$ cat src/rtl/dct_pkg.sv
// Purpose : shared constants and state type for the 4x4 DCT transpose buffer.
// Latency : n/a (definitions only).
// Backpressure: n/a.
package dct_pkg;

    localparam int COEF_W    = 22;
    localparam int DCT_N     = 4;
    localparam int BLK_WORDS = 16;

    typedef enum logic {
        FILL  = 1'b0,
        DRAIN = 1'b1
    } state_t;

    // Column-major output index j maps to row-major storage address
    // row = j%4, col = j/4  ->  addr = row*4 + col.
    function automatic logic [3:0] tp_addr(input logic [3:0] j);
        return {j[1:0], j[3:2]};
    endfunction

endpackage

$ cat src/rtl/dct_tp_mem.sv
// Purpose : register array holding one 4x4 coefficient block.
// Latency : write lands on the clock edge; read is combinational.
// Backpressure: none, the caller owns write enable and read address.
// Ports   : clk, wr_en/wr_addr/wr_data write port, rd_addr/rd_data async read.
module dct_tp_mem
    import dct_pkg::*;
#(
    parameter int DATA_W = COEF_W,
    parameter int DEPTH  = BLK_WORDS,
    localparam int AW    = $clog2(DEPTH)
) (
    input  logic              clk,
    input  logic              wr_en,
    input  logic [AW-1:0]     wr_addr,
    input  logic [DATA_W-1:0] wr_data,
    input  logic [AW-1:0]     rd_addr,
    output logic [DATA_W-1:0] rd_data
);

    // Contents are deliberately not reset; a block is always fully
    // rewritten before it is drained.
    logic [DATA_W-1:0] mem [DEPTH];

    always_ff @(posedge clk) begin
        if (wr_en) begin
            mem[wr_addr] <= wr_data;
        end
    end

    assign rd_data = mem[rd_addr];

endmodule

$ cat src/rtl/dct_transpose_4x4.sv
// Purpose : buffers 16 row-major coefficients from a FIFO, replays them column-major.
// Latency : first output valid 2 cycles after the 16th fifo_rd_en; 1 word/handshake.
// Backpressure: out_ready=0 holds the presented word; FIFO reads stop while draining.
// Ports   : clk, rst (async, active low), fifo_empty/fifo_rd_en/fifo_dout upstream,
//           out_data/out_valid/out_ready/out_last/out_eob downstream, busy (DRAIN).
// Option  : DCT_TRANSPOSE_STATS_EN adds blk_cnt, a 16-bit wrapping completed-block count.
module dct_transpose_4x4
    import dct_pkg::*;
#(
    parameter int DATA_W = COEF_W,
    parameter int N      = DCT_N
) (
    input  logic              clk,
    input  logic              rst,
    input  logic              fifo_empty,
    output logic              fifo_rd_en,
    input  logic [DATA_W-1:0] fifo_dout,
    output logic [DATA_W-1:0] out_data,
    output logic              out_valid,
    input  logic              out_ready,
    output logic              out_last,
    output logic              out_eob,
`ifdef DCT_TRANSPOSE_STATS_EN
    output logic [15:0]       blk_cnt,
`endif
    output logic              busy
);

    localparam logic [4:0] WORDS = 5'(N * N);

    state_t            state;
    logic [4:0]        req_cnt;   // reads issued in this block
    logic [3:0]        cap_cnt;   // words captured in this block
    logic [3:0]        j;         // drain index
    logic              rd_pend;   // FIFO word arrives this cycle
    logic [DATA_W-1:0] rd_data;
    logic              drain_hs;
    logic              last_hs;

    // rst gates the strobe directly so it is low for the whole reset pulse,
    // not just after the state has been forced.
    assign fifo_rd_en = rst && (state == FILL) && !fifo_empty && (req_cnt < WORDS);

    assign drain_hs = (state == DRAIN) && out_ready;
    assign last_hs  = drain_hs && (j == 4'd15);

    always_ff @(posedge clk or negedge rst) begin
        if (!rst) begin
            state   <= FILL;
            req_cnt <= '0;
            cap_cnt <= '0;
            j       <= '0;
            rd_pend <= 1'b0;
        end else begin
            rd_pend <= fifo_rd_en;
            case (state)
                FILL: begin
                    if (fifo_rd_en) begin
                        req_cnt <= req_cnt + 5'd1;
                    end
                    if (rd_pend) begin
                        cap_cnt <= cap_cnt + 4'd1;
                        // The 16th word lands in memory on this edge, so
                        // the async read path is valid in the DRAIN cycle.
                        if (cap_cnt == 4'd15) begin
                            state <= DRAIN;
                        end
                    end
                end
                DRAIN: begin
                    if (last_hs) begin
                        state   <= FILL;
                        req_cnt <= '0;
                        cap_cnt <= '0;
                        j       <= '0;
                    end else if (drain_hs) begin
                        j <= j + 4'd1;
                    end
                end
                default: state <= FILL;
            endcase
        end
    end

`ifdef DCT_TRANSPOSE_STATS_EN
    always_ff @(posedge clk or negedge rst) begin
        if (!rst) begin
            blk_cnt <= '0;
        end else if (last_hs) begin
            blk_cnt <= blk_cnt + 16'd1;
        end
    end
`endif

    dct_tp_mem #(
        .DATA_W (DATA_W),
        .DEPTH  (BLK_WORDS)
    ) u_mem (
        .clk     (clk),
        .wr_en   (rd_pend && (state == FILL)),
        .wr_addr (cap_cnt),
        .wr_data (fifo_dout),
        .rd_addr (tp_addr(j)),
        .rd_data (rd_data)
    );

    // Outputs are decoded from registered state and index only, so they
    // cannot change while out_ready is low.
    assign out_valid = (state == DRAIN);
    assign busy      = (state == DRAIN);
    assign out_data  = out_valid ? rd_data : '0;
    assign out_last  = out_valid && (j[1:0] == 2'd3);
    assign out_eob   = out_valid && (j == 4'd15);

endmodule

$ cat config.mk
export PLATFORM = sky130hd
export DESIGN_NAME = dct_transpose_4x4
export DESIGN_NICKNAME = d
export VERILOG_FILES = /design/src/rtl/dct_pkg.sv /design/src/rtl/dct_tp_mem.sv /design/src/rtl/dct_transpose_4x4.sv
export SDC_FILE = /design/constraint.sdc
export NUM_CORES = 1
export LEC_CHECK = 0
export ABC_AREA = 1
export BUFFER_PORTS_ARGS = -buffer_cell sky130_fd_sc_hd__buf_2
export CAP_MARGIN = 0
export CORE_MARGIN = 2
export CORE_UTILIZATION = 56
export DETAILED_ROUTE_END_ITERATION = 16
export PLACE_DENSITY = 0.86
export REMOVE_ABC_BUFFERS = 1
export SYNTH_ARGS = -nofsm -noshare
export SYNTH_HDL_FRONTEND = slang
export SYNTH_SLANG_ARGS = --single-unit
$ cat constraint.sdc
create_clock -name clk -period 2 [get_ports clk]
set_input_delay 0.4 -clock clk [delete_from_list [all_inputs] [get_ports clk]]
set_output_delay 0.4 -clock clk [all_outputs]
set_load 0.1 [all_outputs]
==> impl_metrics.json <==
{
  "outcome": "finished with violations",
  "violations": "negative setup slack",
  "max_cap_viol_count": 0,
  "clock_latency_ns": 0.55,
  "synth.area.mux_share_pct": 0,
  "rr_startpoint": "busy",
  "fmax_mhz": 343,
  "period_share_pct": 146,
  "min_from": "out_ready",
  "core-area_sq_um": 27700,
  "yosysWarnings": 0,
  "synth_top_area_share_pct": 67.4,
  "end_kind": "primary output",
  "p_leak_nw": 8.33,
  "cts_max_level": 2,
  "syn_inst": 1481,
  "synthesis.area_sq_um": 15700,
  "reg2reg_to": "u_mem.mem[15][11]",
  "drt_iter0_drc": 2657,
  "hpwl_mm": 22.5,
  "synth_simple_gate_area_share_pct": 21.1,
  "drc": 0,
  "worst_ep_required_time_ns": 1.60,
  "dp_cells": 1925,
  "cts.path.max_buffers": 3,
  "worstHoldPathCells": 3,
  "ant_nets": 0,
  "yosysTopAreaCell": "edfxtp_1",
  "finalCriticalPeriod_ns": 2.91,
  "synth_seq_area_share_pct": 69.8,
  "ioPinCount": 53,
  "dr.pass1.iters": 7,
  "grt_pass1_wl_mm": 69.9,
  "post_drt_via_cell_ratio": 6.38,
  "cts.clk_slew.worst_paths_ns": 0.07,
  "io_buffers": 52,
  "ir_worst_vdd_mv": 1.17,
  "r2r_cells": 8,
  "drt-total-wl_mm": 51.5,
  "slew_viol_final": 0,
  "cts_made_buffers": 37,
  "crit_type": "reg2out",
  "startpoint_type": "flip-flop",
  "timing_hold_violations_final": 0,
  "synth_seq_cells": 367,
  "die_h_um": 171,
  "worstPathMaxFanout": 8,
  "synth_cell_types": 22,
  "setup_ws_ns": -0.915,
  "grt_pass1_vias": 12400,
  "final_util_pct": 72.4,
  "hp-class": "in2reg",
  "syn_area_per_cell_sq_um": 10.6,
  "nNetsFinal": 1653,
  "overflow": 0,
  "post_drt_wl_per_cell_um": 25.4,
  "synth_top_family_by_area": "simple AND/OR/NAND/NOR gates",
  "cts.sinks": 367,
  "stdcell_count": 2027,
  "yosys-top-cells-area": "edfxtp_1 (67%), nand2_1 (13%), nand3_1 (7.2%)",
  "synthFlopType": "edfxtp_1",
  "synth-edff-count": 352,
  "std_cell_rows": 61,
  "worst_slew_pin_slew_ns": 0.483,
  "synth_compound_area_share_pct": 1.22,
  "gp_congestion": 0.842,
  "rsz0062_at_grt": "true",
  "arrival_ns": 2.51,
  "synth_xor_area_share_pct": 0.0558,
  "yosysMostFrequentCell": "nand2_1",
  "track_usage_pct": 32.3,
  "drive_gt1_share_pct": 25.1,
  "num_vias": 12900,
  "worstHoldEndpoint": "j[2]",
  "start_util_pct": 56.6,
  "relSlewSlack_pct": 68.0,
  "cts_root_buffer": "clkbuf_16",
  "dieArea_sq_um": 29400,
  "setup_viol": 25,
  "grt_max_degree": 45,
  "fp.dieW_um": 171,
  "cts_tree": "yes",
  "synthAdderAreaFrac_pct": 0.479,
  "fillers": 1462,
  "multi_input_area_sq_um": 4400,
  "fin_skew_ns": 0.0258,
  "ys_async_sr_fraction_pct": 4.09,
  "seq_area_sq_um": 11000,
  "area_delta_synth_final_pct": 27.9,
  "rrSetupSlack_ns": 0.06,
  "antenna_found_initial": 0,
  "synth_common_cells": "nand2_1 (549), edfxtp_1 (352), nand3_1 (225)",
  "p_per_area_nw_per_um2": 1550
}
sequential cells by signal, summed over array words and instances, names as in the netlist:
register and cells:
u_mem.mem 352, req_cnt 5, cap_cnt 4, j 4, busy 1, rd_pend 1
logic make-up (layout without fill, tap and decap cells):
| family | after synthesis | in the layout |
|---|---|---|
| simple gates | 803 | 803 |
| xor+xnor | 1 | 1 |
| other cells | 0 | 1 |
| compound gates | 38 | 38 |
| flops | 367 | 367 |
| buf+inv | 266 | 433 |
| fa+ha+maj | 6 | 6 |
how the worst max path moves through the flow:
| stage | cells past startpoint | end | start |
|---|---|---|---|
| global route | 11 | out_data[7] | j[2] |
| global placement | 10 | out_data[0] | j[2] |
| CTS | 10 | out_data[4] | j[2] |
| finish | 10 | out_data[0] | j[2] |
| floorplan | 6 | out_data[11] | j[2] |
| detailed placement | 10 | out_data[0] | j[2] |
critical path: stages (launching register included):
cell and delay, ns:
dfrtp_4 0.51, buf_12 0.17, clkinv_16 0.09, buf_6 0.18
nand2_1 0.13, nand2_1 0.11, nand2_1 0.09, nand3_2 0.10
nand3_2 0.12, a21oi_4 0.25, buf_12 0.21
per-stage QoR:
stage	TNS, ns	setup WS [ns]	hold slack (ns)	total power [mW]	cell area [sq um]
2_1_floorplan	-644.27	-4.84	0.104	15.0	15300
3_3_place_gp	-2.02	-0.190	0.363	20.0	17400
3_5_place_dp	-3.03	-0.312	0.371	20.3	17400
4_1_cts	-15.89	-0.752	0.192	29.1	19500
5_1_grt	-19.48	-0.928	0.193	31.9	20100
6_report	-18.27	-0.915	0.182	31.2	20100
final cells by class:
cell class                      count  share of cell area (%)
Timing Repair Buffer              174                    11.7
Clock buffer                       47                    5.01
Inverter                          192                    3.73
Multi-Input combinational cell    848                    21.9
Sequential cell                   367                    54.6
Antenna cell                        1                  0.0125
Clock inverter                     19                   0.561
Timing Repair inverter              1                   0.150
Tap cell                          378                    2.36
where the power goes:
group	total (mW)	switching (mW)	internal, mW
Combinational	15.7	10.0	5.74
Clock	6.59	3.00	3.59
Sequential	8.86	0.208	8.65
Total	31.2	13.2	18.0
layout by cell type, fill, tap and decap left out, drive strengths merged, types with 6 or more instances in the layout:
| cell | instances |
|---|---|
| edfxtp | 352 |
| ha | 6 |
| o21ai | 7 |
| nor2 | 25 |
| clkbuf | 50 |
| dfrtp | 15 |
| a21oi | 30 |
| clkinv | 18 |
| nand3 | 226 |
| nand2 | 550 |
| inv | 192 |
| buf | 169 |
what timing repair did:
action / 4_1_cts / 5_1_grt
gates resized for setup: 141 / 101
endpoints found under the hold margin: 15 / 0
hold buffers: 1 / 0
pin swaps: 38 / 56
gates cloned: 11 / 3
setup buffers: 19 / 6
endpoints found under the setup margin: 25 / 175
per-layer routing:
metal | wire length, um | share of wire [%] | GRT usage [%] | vias up
met3 | 7430 | 14 | 6.88 | 387
met1 | 16100 | 31 | 39.8 | 5930
met5 | 0 | 0 | 0 | -
li1 | - | - | - | 5153
met4 | 3980 | 7.7 | 19.3 | 0
met2 | 24000 | 47 | 52.8 | 1461
No activity file was read; power rests on OpenSTA's default activity.
